File: src/rtl/fifo_pkg.sv
// Shared definitions for the stream FIFO.
//   fifo_state_t : occupancy state (empty / partial / full)
//   ptr_w()      : pointer width for a given depth, at least 1 bit
package fifo_pkg;

   typedef enum logic [1:0] {
      ST_EMPTY   = 2'd0,
      ST_PARTIAL = 2'd1,
      ST_FULL    = 2'd2
   } fifo_state_t;

   function automatic int ptr_w(input int depth);
      int lg;
      lg = $clog2(depth);
      if (lg < 1) begin
         return 1;
      end else begin
         return lg;
      end
   endfunction

endpackage

File: src/rtl/fifo_mem.sv
// Storage array for the stream FIFO: one synchronous write port and one
// asynchronous read port. The contents are never reset.
// Ports:
//   clk   : write clock
//   we    : write enable
//   waddr : write address
//   wdata : write data
//   raddr : read address
//   rdata : read data (combinational from raddr)
module fifo_mem
   import fifo_pkg::*;
#(
   parameter int w     = 8,
   parameter int depth = 4
) (
   input  logic                      clk,
   input  logic                      we,
   input  logic [ptr_w(depth)-1:0]   waddr,
   input  logic [w-1:0]              wdata,
   input  logic [ptr_w(depth)-1:0]   raddr,
   output logic [w-1:0]              rdata
);

   logic [w-1:0] mem_r [0:depth-1];

   // Write port: capture wdata on a qualified clock edge.
   always_ff @(posedge clk) begin
      if (we) begin
         mem_r[waddr] <= wdata;
      end
   end

   // Read port: head entry is visible without waiting for a clock.
   always_comb begin
      rdata = mem_r[raddr];
   end

endmodule

File: src/rtl/fifo_stream_buffer.sv
// Valid/ready stream FIFO with first-word-fall-through output, occupancy
// count and synchronous flush. Depth need not be a power of two.
// Optional feature: define FIFO_WATERMARK_EN to add almost_full and
// almost_empty outputs (registered, derived from the next-cycle count).
// Ports:
//   clk      : clock, rising edge
//   rst      : asynchronous reset, active low
//   flush    : synchronous clear, active high
//   valid_wr : producer offers in
//   ready_wr : buffer can accept a word
//   in       : write data
//   valid_rd : o holds a valid head word
//   ready_rd : consumer takes o
//   o        : head-of-queue data, zero while valid_rd is low
//   count    : current occupancy
//   almost_full / almost_empty : watermark flags (FIFO_WATERMARK_EN only)
module fifo_stream_buffer
   import fifo_pkg::*;
#(
   parameter int w      = 8,
   parameter int depth  = 4,
   parameter int af_lvl = depth - 1,
   parameter int ae_lvl = 1
) (
   input  logic                         clk,
   input  logic                         rst,
   input  logic                         flush,
   input  logic                         valid_wr,
   output logic                         ready_wr,
   input  logic [w-1:0]                 in,
   output logic                         valid_rd,
   input  logic                         ready_rd,
   output logic [w-1:0]                 o,
   output logic [$clog2(depth+1)-1:0]   count
`ifdef FIFO_WATERMARK_EN
   ,
   output logic                         almost_full,
   output logic                         almost_empty
`endif
);

   localparam int PW = ptr_w(depth);
   localparam int CW = $clog2(depth + 1);

   fifo_state_t     state_r;
   logic [PW-1:0]   wr_ptr_r;
   logic [PW-1:0]   rd_ptr_r;
   logic [CW-1:0]   count_r;
   logic [CW-1:0]   count_nxt_s;
   logic            wr_en_s;
   logic            rd_en_s;
   logic [w-1:0]    rdata_s;

   // Handshake decode straight from the registered state, so no
   // combinational path exists from ready_rd or valid_wr to the flags.
   always_comb begin
      valid_rd = (state_r != ST_EMPTY);
      ready_wr = (state_r != ST_FULL);
   end

   // Accepted transfers; a flush cycle discards both sides.
   always_comb begin
      wr_en_s = valid_wr & ready_wr & ~flush;
      rd_en_s = valid_rd & ready_rd & ~flush;
   end

   // Next occupancy: simultaneous read and write cancel out.
   always_comb begin
      count_nxt_s = count_r;
      if (flush) begin
         count_nxt_s = {CW{1'b0}};
      end else if (wr_en_s && !rd_en_s) begin
         count_nxt_s = count_r + CW'(1);
      end else if (rd_en_s && !wr_en_s) begin
         count_nxt_s = count_r - CW'(1);
      end else begin
         count_nxt_s = count_r;
      end
   end

   // Pointers and count; wrap uses an explicit compare so non-power-of-two
   // depths work.
   always_ff @(posedge clk or negedge rst) begin
      if (!rst) begin
         wr_ptr_r <= {PW{1'b0}};
         rd_ptr_r <= {PW{1'b0}};
         count_r  <= {CW{1'b0}};
      end else if (flush) begin
         wr_ptr_r <= {PW{1'b0}};
         rd_ptr_r <= {PW{1'b0}};
         count_r  <= {CW{1'b0}};
      end else begin
         count_r <= count_nxt_s;
         if (wr_en_s) begin
            wr_ptr_r <= (wr_ptr_r == PW'(depth - 1)) ? {PW{1'b0}} : wr_ptr_r + PW'(1);
         end
         if (rd_en_s) begin
            rd_ptr_r <= (rd_ptr_r == PW'(depth - 1)) ? {PW{1'b0}} : rd_ptr_r + PW'(1);
         end
      end
   end

   // Occupancy state machine.
   always_ff @(posedge clk or negedge rst) begin
      if (!rst) begin
         state_r <= ST_EMPTY;
      end else if (flush) begin
         state_r <= ST_EMPTY;
      end else begin
         case (state_r)
            ST_EMPTY: begin
               if (wr_en_s) begin
                  state_r <= ST_PARTIAL;
               end else begin
                  state_r <= ST_EMPTY;
               end
            end
            ST_PARTIAL: begin
               if (wr_en_s && !rd_en_s && (count_r == CW'(depth - 1))) begin
                  state_r <= ST_FULL;
               end else if (rd_en_s && !wr_en_s && (count_r == CW'(1))) begin
                  state_r <= ST_EMPTY;
               end else begin
                  state_r <= ST_PARTIAL;
               end
            end
            ST_FULL: begin
               if (rd_en_s) begin
                  state_r <= ST_PARTIAL;
               end else begin
                  state_r <= ST_FULL;
               end
            end
            default: begin
               state_r <= ST_EMPTY;
            end
         endcase
      end
   end

   fifo_mem #(
      .w     (w),
      .depth (depth)
   ) u_mem (
      .clk   (clk),
      .we    (wr_en_s),
      .waddr (wr_ptr_r),
      .wdata (in),
      .raddr (rd_ptr_r),
      .rdata (rdata_s)
   );

   // Output data is zeroed while there is no valid head word.
   always_comb begin
      if (valid_rd) begin
         o = rdata_s;
      end else begin
         o = {w{1'b0}};
      end
   end

   always_comb begin
      count = count_r;
   end

`ifdef FIFO_WATERMARK_EN
   logic almost_full_r;
   logic almost_empty_r;

   // Watermarks track the count that will be present after this edge.
   always_ff @(posedge clk or negedge rst) begin
      if (!rst) begin
         almost_full_r  <= 1'b0;
         almost_empty_r <= 1'b1;
      end else if (flush) begin
         almost_full_r  <= 1'b0;
         almost_empty_r <= 1'b1;
      end else begin
         almost_full_r  <= (count_nxt_s >= CW'(af_lvl));
         almost_empty_r <= (count_nxt_s <= CW'(ae_lvl));
      end
   end

   always_comb begin
      almost_full  = almost_full_r;
      almost_empty = almost_empty_r;
   end
`endif

endmodule

File: config.mk
export PLATFORM = sky130hd
export DESIGN_NAME = fifo_stream_buffer
export DESIGN_NICKNAME = d
export VERILOG_FILES = /design/src/rtl/fifo_pkg.sv /design/src/rtl/fifo_mem.sv /design/src/rtl/fifo_stream_buffer.sv
export SDC_FILE = /design/constraint.sdc
export NUM_CORES = 1
export LEC_CHECK = 0
export CORE_MARGIN = 8
export CORE_UTILIZATION = 40
export DETAILED_ROUTE_END_ITERATION = 7
export PLACE_DENSITY = 0.65
export SLEW_MARGIN = 20
export SYNTH_ARGS = -nofsm -noshare
export SYNTH_HDL_FRONTEND = slang
export SYNTH_HIERARCHICAL = 1
export SYNTH_SLANG_ARGS = --single-unit
File: constraint.sdc
create_clock -name clk -period 2.1 [get_ports clk]
set_input_delay 0.525 -clock clk [delete_from_list [all_inputs] [get_ports clk]]
set_output_delay 0.525 -clock clk [all_outputs]
set_load 0.01 [all_outputs]
==> flow_metrics.env, run 1 <==
export IMPL_grt_pass1_wl_um=5660
export IMPL_cp_end_kind="output port"
export IMPL_n_antenna_cell=0
export IMPL_max_cap_violations=0
export IMPL_coreArea_sq_um=4380
export IMPL_rows=24
export IMPL_relSlewSlack_pct=71.8
export IMPL_viasPerCell=5.18
export IMPL_cts_made_buffers=5
export IMPL_syn_to_final_growth_pct=30.5
export IMPL_portBuffers=25
export IMPL_synth_area_leaders="edfxtp_1, dfrtp_1, mux4_2"
export IMPL_finClkSkew_ps=9.31
export IMPL_synth_edf_count=32
export IMPL_avgSynthCellArea_sq_um=15.9
export IMPL_crit_type="flip-flop to output port"
export IMPL_worstSkewPairLatency_ps=300
export IMPL_die_area_sq_um=7030
export IMPL_setup_ws_ps=-23.9
export IMPL_synth_nets=133
export IMPL_grt_pass1_vias=1158
export IMPL_rsz0062_at_grt="true"
export IMPL_hold_path_class="primary input to asynchronous set/reset pin"
export IMPL_grt_max_degree=15
export IMPL_drt_total_wl_um=3400
export IMPL_cts_hold_buf=0
export IMPL_first_pass_iters=4
export IMPL_start_kind="flip-flop"
export IMPL_async_reset_ff_share_pct=22.0
export IMPL_worstPathArrival_ps=1600
export IMPL_maxSlewViolCount=0
export IMPL_final_min_clock_period_ps=2120
export IMPL_placed_area_sq_um=2270
export IMPL_path_max_fanout=8
export IMPL_tns_ps=-161
export IMPL_hold_ws_ps=528
export IMPL_gp_congestion=0.777
export IMPL_wl_per_cell_um=15.8
export IMPL_status="finished, violations left"
export IMPL_yosys_warnings=6
export IMPL_p_leak_uw=0.000908
export IMPL_fp_dieW_um=83.8
export IMPL_p_per_area_nw_per_um2=710
export IMPL_vias=1114
export IMPL_overflow=0
export IMPL_layout_common_cells="edfxtp_1, clkdlybuf4s50_1, buf_4"
export IMPL_utilization_pct=54.8
export IMPL_pin_count=26
export IMPL_root_buffer="clkbuf_8"
export IMPL_ir_worst_vdd_mv=0.359
export IMPL_max_freq_mhz=471
export IMPL_ys_seq_area_share_pct=64.4
export IMPL_failed_checks="negative setup slack"
export IMPL_finalSetupViolations=8
export IMPL_die_y_um=83.8
export IMPL_start_util_pct=42.0
export IMPL_required_ps=1570
export IMPL_clkTransAtPathRegs_ps=80
export IMPL_track_usage_pct=10.3
export IMPL_ys_ff_latch=41
export IMPL_cts_tree="built"
export IMPL_mostFrequentLayoutCell="edfxtp_1"
export IMPL_route_detailed_drc=0
export IMPL_hold_violations=0
export IMPL_cts_sinks=41
export IMPL_drive_gt1_share_pct=31.9
export IMPL_layout_nets=179
export IMPL_synth_top_area_share_pct=52.2
export IMPL_netlist_area_sq_um=1840
export IMPL_dp_slack_ps=-108
export IMPL_antenna_found_initial=0
export IMPL_ant_nets=0
export IMPL_ys_flop_type="edfxtp_1"
export IMPL_fin_crit_sh_pct=101
export IMPL_hpwl_um=2460
export IMPL_synthCells=116
export IMPL_synth_top_area_cell="edfxtp_1"
export IMPL_final_area_sq_um=2400
export IMPL_worstMarginPinSlew_ps=421
export IMPL_num_fill_cells=376
export IMPL_cts_buffer_depth=2
export IMPL_yosysUniqueCellTypes=38
export IMPL_drt_initial_drc_count=76
export IMPL_htree_levels=2
where the power goes:
| part | internal (uW) | total (uW) | leakage, uW | switching (uW) |
|---|---|---|---|---|
| logic | 151 | 267 | 0.000449 | 115 |
| clock network | 235 | 514 | 0.0000481 | 278 |
| registers | 905 | 925 | 0.000411 | 20.0 |
| total | 1290 | 1710 | 0.000908 | 413 |
area by class of cell:
| class | instances | area (sq um) | area share [%] |
|---|---|---|---|
| timing repair buffer | 44 | 419 | 17.4 |
| clock buffer | 5 | 68.8 | 2.86 |
| tap | 52 | 65.1 | 2.71 |
| sequential | 41 | 1190 | 49.4 |
| multi-input combinational | 62 | 608 | 25.3 |
| inverter | 8 | 32.5 | 1.35 |
| clock inverter | 3 | 22.5 | 0.938 |
what timing repair did:
item / CTS / global route
endpoints found under the setup margin: 8 / 9
buffers inserted: 0 / 3
gates resized for setup: 32 / 11
synth_stat cells, drive strengths merged, types with 2 or more instances:
cell	count
nor2	3
a31o	2
inv	7
nor2b	11
a31oi	2
mux4	8
ha	4
buf	4
mux2i	3
edfxtp	32
nor3	2
dfrtp	9
nand2	3
and3b	3
a21oi	4
worst max-delay path: stages, from the launching register on:
cell and delay, ps:
dfrtp_1 400, buf_12 160, mux4_2 480, nor2b_1 140
buf_2 130
cell families after synthesis:
logic type	after synthesis	synth area share, %
compound gates	15	6.19
xor+xnor	2	0.952
fa+ha+maj	4	2.72
buf+inv	13	4.15
flops	41	64.4
mux	11	11.6
simple gates	30	9.93
metal layers:
metal	GRT usage, %	vias to the layer above	wire, um
met5	0	-	0
li1	-	529	-
met3	3.91	6	141
met2	16.1	24	1620
met4	5.18	0	70
met1	11.9	555	1570
sequential cells by signal, indices dropped and copies added (netlist names):
signal / flops
rd_ptr_r: 2
u_mem/mem_r: 32
wr_ptr_r: 2
state_r: 2
count: 3
stage by stage:
step | std cells | total power (uW)
finish | 215 | 1710
global route | 215 | 1790
CTS | 212 | 1700
detailed placement | 204 | 1200
global placement | 204 | 1190
floorplan | 116 | 1070
worst paths after layout:
check | start | to | slack [ps] | depth (start not counted)
max in group asynchronous | rst | state_r[1]$_DFF_PN0_ | 1280 | 1
setup / recovery | rd_ptr_r[0]$_DFFE_PN0P_ | o[6] | -20 | 4
hold reg to reg | count[0]$_DFFE_PN0P_ | count[0]$_DFFE_PN0P_ | 560 | 1
setup reg to reg | state_r[1]$_DFF_PN0_ | u_mem/mem_r[0][1]$_DFFE_PP_ | 340 | 5
min in group clk | count[0]$_DFFE_PN0P_ | count[0]$_DFFE_PN0P_ | 560 | 1
hold / removal | rst | count[2]$_DFFE_PN0P_ | 530 | 1
Note: power is estimated with default switching activity, not from simulation.
==> inputs of run 2 (changes only) <==
Settings changed: CORE_ASPECT_RATIO set to 1.5.
==> run 2 against run 1 <==
Against the previous run:
- the flow still finishes with violations (negative setup slack)
- global-route usage up 0.52 points
- maximum frequency up 0.96%
- sequential cell count unchanged
- sequential share of layout area up 0.76 points
- utilization down 1.8 points
- combinational power down 5%
- hold slack better by 25 ps
- worst setup slack better by 20 ps
- first-iteration DRC count down 24%
- critical endpoint unchanged
==> flow_metrics.env, run 2 (same netlist as run 1, synthesis figures left out) <==
export IMPL_worstMarginPinSlew_ps=452
export IMPL_layout_nets=176
export IMPL_htree_levels=2
export IMPL_seq_power_share_pct=55.9
export IMPL_pin_count=26
export IMPL_setup_ws_ps=-3.65
export IMPL_route_detailed_drc=0
export IMPL_failed_checks="negative setup slack"
export IMPL_viasPerCell=5.34
export IMPL_worstSkewPairLatency_ps=280
export IMPL_rsz0062_at_grt="true"
export IMPL_start_util_pct=41.2
export IMPL_worstPathArrival_ps=1580
export IMPL_drt_total_wl_um=3460
export IMPL_portBuffers=25
export IMPL_fp_dieW_um=71.4
export IMPL_syn_to_final_growth_pct=28.6
export IMPL_clkTransAtPathRegs_ps=70
export IMPL_n_antenna_cell=0
export IMPL_finalSetupViolations=3
export IMPL_cts_tree="built"
export IMPL_final_cells=208
export IMPL_switchingPower_uw=378
export IMPL_critPathMaxStageDelay_ps=510
export IMPL_cts_hold_buf=0
export IMPL_antenna_found_initial=0
export IMPL_root_buffer="clkbuf_8"
export IMPL_internal_power_uw=1280
export IMPL_final_min_clock_period_ps=2100
export IMPL_drt_initial_drc_count=58
export IMPL_required_ps=1570
export IMPL_first_pass_iters=4
export IMPL_pwr_share_clk_pct=28.7
export IMPL_cp_top_family="multiplexers"
export IMPL_p_leak_uw=0.000898
export IMPL_path_max_fanout=8
export IMPL_status="finished, violations left"
export IMPL_grt_pass1_wl_um=5940
export IMPL_ir_worst_vdd_mv=0.353
export IMPL_final_area_sq_um=2370
export IMPL_max_freq_mhz=475
export IMPL_r2r_worst_path_cells=5
export IMPL_largest_register_ffs=32
export IMPL_overflow=0
export IMPL_p_sw_share_pct=22.8
export IMPL_cp_depth=4
export IMPL_cp_end_kind="output port"
export IMPL_finClkSkew_ps=5.77
export IMPL_grt_pass1_vias=1236
export IMPL_ant_nets=0
export IMPL_pwr_share_comb_pct=15.3
export IMPL_die_y_um=99.1
export IMPL_hpwl_um=2610
export IMPL_wl_per_cell_um=16.6
export IMPL_track_usage_pct=10.8
export IMPL_die_area_sq_um=7070
export IMPL_tns_ps=-6.80
export IMPL_relSlewSlack_pct=69.7
export IMPL_dp_cells=199
export IMPL_start_kind="flip-flop"
export IMPL_coreArea_sq_um=4470
export IMPL_mostFrequentLayoutCell="edfxtp_1"
export IMPL_path_buf_inv=2
export IMPL_vias=1111
export IMPL_layout_common_cells="edfxtp_1, clkdlybuf4s50_1, buf_4"
export IMPL_crit_chain="buf_12, mux4_2, nor2b_4, buf_6"
export IMPL_hold_violations=0
export IMPL_cts_buffer_depth=2
export IMPL_crit_type="flip-flop to output port"
export IMPL_slowest_stage="mux4_2"
export IMPL_drive_gt1_share_pct=28.7
export IMPL_rows=30
export IMPL_cts_made_buffers=5
export IMPL_grt_max_degree=13
export IMPL_utilization_pct=53.0
export IMPL_top_register="u_mem/mem_r"
export IMPL_max_cap_violations=0
export IMPL_maxSlewViolCount=0
export IMPL_gp_congestion=0.707
export IMPL_hold_path_class="primary input to asynchronous set/reset pin"
export IMPL_cts_sinks=41
export IMPL_r2r_start="state_r[1]$_DFF_PN0_"
export IMPL_cp_startpoint="rd_ptr_r[0]$_DFFE_PN0P_"
export IMPL_fin_crit_sh_pct=100
export IMPL_placed_area_sq_um=2280
export IMPL_p_per_area_nw_per_um2=700
==> run 2: cell types whose count changed in the layout (fill, tap and decap cells not counted), moves of 2 or more <==
| cell | change |
|---|---|
| buf_4 | -5 |
| clkinv_4 | -2 |
| buf_12 | +2 |
| nor2b_1 | +2 |
| nor2b_4 | -2 |
| buf_2 | +2 |
| buf_6 | -2 |
==> run 2: area by class of cell <==
cell class              count  area, sq um
multi-input cells          62          593
well taps                  48         60.1
clock inverters             2         10.0
clock buffers               6         72.6
inverters                   8         32.5
fillers                   364         2100
repair buffers             41          412
flip-flops and latches     41         1190
==> run 2: final timing paths <==
path | to | slack [ps]
worst max register to register | u_mem/mem_r[0][0]$_DFFE_PP_ | 410
min in group clk | count[0]$_DFFE_PN0P_ | 590
max in group asynchronous | state_r[0]$_DFF_PN0_ | 1230
worst min register to register | count[0]$_DFFE_PN0P_ | 590
worst min-delay path | count[2]$_DFFE_PN0P_ | 550
worst max-delay path | o[6] | -4
==> run 2: metal layers <==
layer	vias up	global-route usage [%]	wire length, um
met1	552	10.4	1330
met5	-	0	0
met4	0	4.99	63
met3	6	3.56	174
met2	29	19.8	1890
li1	524	-	-
==> run 2: what timing repair did <==
item                                   4_1_cts  5_1_grt
buffers inserted                             1        0
gates resized for setup                     32        7
endpoints found under the hold margin        0        0
setup endpoints to repair                    8        8
==> run 2: stage by stage <==
stage	hold WS [ps]	setup slack (ps)	power, uW
after floorplan	229	62.0	1070
after global placement	564	-46.4	1190
after detailed placement	587	-81.4	1200
after CTS	557	-44.1	1680
after global routing	571	-76.2	1750
final	554	-3.65	1660
==> run 2: power groups by stage <==
stage	clock network [uW]	logic, uW	registers, uW
CTS	501	249	926
floorplan	0	132	943
global placement	0	250	942
finish	476	254	926
global route	541	280	930
detailed placement	0	256	944
==> run 2: worst reg2reg max path, cell delays in order, from the launching register on <==
cell,delay (ps)
dfrtp_1,390
nor2b_1,150
buf_4,150
nor3_1,250
nor3b_1,230
buf_4,220
==> inputs of run 3 (changes only) <==
Settings changed: CORE_MARGIN 8 to unset, CORE_UTILIZATION 40 to 53, PLACE_DENSITY 0.65 to 0.81.
==> run 3 against run 2 <==
Against the previous run:
- design area shrank 0.69%
- critical endpoint is now o[2]
- total power up 8.3%
- wire length shrank 3.3%
- critical path depth unchanged
- the flow still finishes with violations (negative setup slack)
- critical path type unchanged
==> flow_metrics.env, run 3 (same netlist as run 1, synthesis figures left out) <==
export IMPL_status="finished, violations left"
export IMPL_failed_checks="negative setup slack"
export IMPL_required_ps=1570
export IMPL_final_min_clock_period_ps=2120
export IMPL_hold_ws_ps=555
export IMPL_max_freq_mhz=472
export IMPL_portBuffers=25
export IMPL_cts_tree="built"
export IMPL_p_leak_uw=0.000888
export IMPL_p_sw_share_pct=22.0
export IMPL_worstSkewPairLatency_ps=290
export IMPL_grt_use_met3_pct=4.91
export IMPL_cts_buffer_depth=2
export IMPL_start_util_pct=57.1
export IMPL_hold_path_class="primary input to asynchronous set/reset pin"
export IMPL_finClkSkew_ps=5.42
export IMPL_path_max_fanout=6
export IMPL_p_per_area_nw_per_um2=763
export IMPL_gp_congestion=0.799
export IMPL_grt_busiest_layer="met2"
export IMPL_n_antenna_cell=0
export IMPL_hold_violations=0
export IMPL_drt_total_wl_um=3340
export IMPL_overflow=0
export IMPL_die_y_um=74.2
export IMPL_worstPathArrival_ps=1590
export IMPL_total_power_uw=1790
export IMPL_final_cells=201
export IMPL_vias=1148
export IMPL_worstMarginPinSlew_ps=474
export IMPL_drt_initial_drc_count=31
export IMPL_layout_common_cells="edfxtp_1, clkdlybuf4s50_1, buf_4"
export IMPL_hpwl_um=2520
export IMPL_cts_sinks=41
export IMPL_dp_cells=192
export IMPL_cp_end_kind="output port"
export IMPL_root_buffer="clkbuf_8"
export IMPL_rsz0062_at_grt="true"
export IMPL_ant_nets=0
export IMPL_globalRouteMet2Util_pct=38.2
export IMPL_mostFrequentLayoutCell="edfxtp_1"
export IMPL_pin_count=26
export IMPL_htree_levels=2
export IMPL_r2r_worst_path_cells=5
export IMPL_maxSlewViolCount=0
export IMPL_pwr_share_comb_pct=14.2
export IMPL_grt_max_degree=15
export IMPL_cts_hold_buf=0
export IMPL_use_met1_pct=20.3
export IMPL_fin_crit_sh_pct=101
export IMPL_setup_ws_ps=-18.7
export IMPL_crit_type="flip-flop to output port"
export IMPL_utilization_pct=72.9
export IMPL_first_pass_iters=4
export IMPL_wl_per_cell_um=16.6
export IMPL_switchingPower_uw=394
export IMPL_coreArea_sq_um=3220
export IMPL_relSlewSlack_pct=68.3
export IMPL_pwr_share_clk_pct=34.2
export IMPL_syn_to_final_growth_pct=27.7
export IMPL_track_usage_pct=20.0
export IMPL_max_cap_violations=0
export IMPL_r2r_end="u_mem/mem_r[0][2]$_DFFE_PP_"
export IMPL_num_fill_cells=190
export IMPL_seq_power_share_pct=51.6
export IMPL_ir_worst_vdd_mv=0.713
export IMPL_r2r_slack_ps=380
export IMPL_rows=25
export IMPL_finalSetupViolations=4
export IMPL_antenna_found_initial=0
export IMPL_route_detailed_drc=0
export IMPL_cts_made_buffers=5
export IMPL_start_kind="flip-flop"
export IMPL_drive_gt1_share_pct=29.2
export IMPL_viasPerCell=5.71
export IMPL_die_area_sq_um=3720
export IMPL_fp_dieW_um=50.1
export IMPL_largest_register_ffs=32
export IMPL_grt_pass1_vias=1157
export IMPL_r2r_start="state_r[1]$_DFF_PN0_"
export IMPL_tns_ps=-44.6
export IMPL_grt_pass1_wl_um=5280
export IMPL_internal_power_uw=1400
export IMPL_top_register="u_mem/mem_r"
export IMPL_clkTransAtPathRegs_ps=80
export IMPL_layout_nets=177
==> run 3: critical path, stage by stage (launching register included) <==
cell and delay [ps]:
dfrtp_1 380, buf_6 160, mux4_2 490, nor2b_1 140, buf_2 140
==> run 3: power by group through the flow <==
stage	combinational (uW)	sequential, uW	clock [uW]
after floorplan	132	943	0
after CTS	248	926	625
final	254	926	612
after global placement	242	940	0
after detailed placement	255	943	0
after global routing	274	929	655
==> run 3: layer usage <==
metal  wire length (um)  up-vias  share of wire, %
li1                   -      529                 -
met1               1250      578                37
met2               1880       34                56
met3                131        7               3.9
met4                 81        0               2.4
met5                  0        -                 0
==> run 3: layout make-up <==
type                            count  area [sq um]  share of cell area [%]
Inverter                            8          32.5                    1.38
Timing Repair Buffer               42           380                    16.2
Multi-Input combinational cell     62           586                    24.9
Clock inverter                      3          46.3                    1.97
Clock buffer                        5          68.8                    2.93
Sequential cell                    41          1190                    50.5
Tap cell                           40          50.0                    2.13
==> run 3: worst max path at each step <==
stage | from | endpoint | slack (ps)
floorplan | flush | u_mem/mem_r[0][0]$_DFFE_PP_ | 60
global placement | rd_ptr_r[0]$_DFFE_PN0P_ | o[7] | -20
detailed placement | valid_wr | u_mem/mem_r[0][7]$_DFFE_PP_ | -60
CTS | rd_ptr_r[0]$_DFFE_PN0P_ | o[2] | -30
global route | rd_ptr_r[0]$_DFFE_PN0P_ | o[4] | -70
finish | rd_ptr_r[0]$_DFFE_PN0P_ | o[2] | -20
==> run 3: repair_timing <==
action | 4_1_cts | 5_1_grt
setup buffers | 0 | 1
resized for setup | 34 | 4
endpoints found under the setup margin | 8 | 8
pin swaps | 0 | 0
==> run 3: stage by stage <==
step / cell area [sq um] / setup slack (ps)
after floorplan: 1840 / 62.0
after detailed placement: 2240 / -55.8
after global placement: 2240 / -22.3
after global routing: 2350 / -74.9
after CTS: 2320 / -34.4
final: 2350 / -18.7
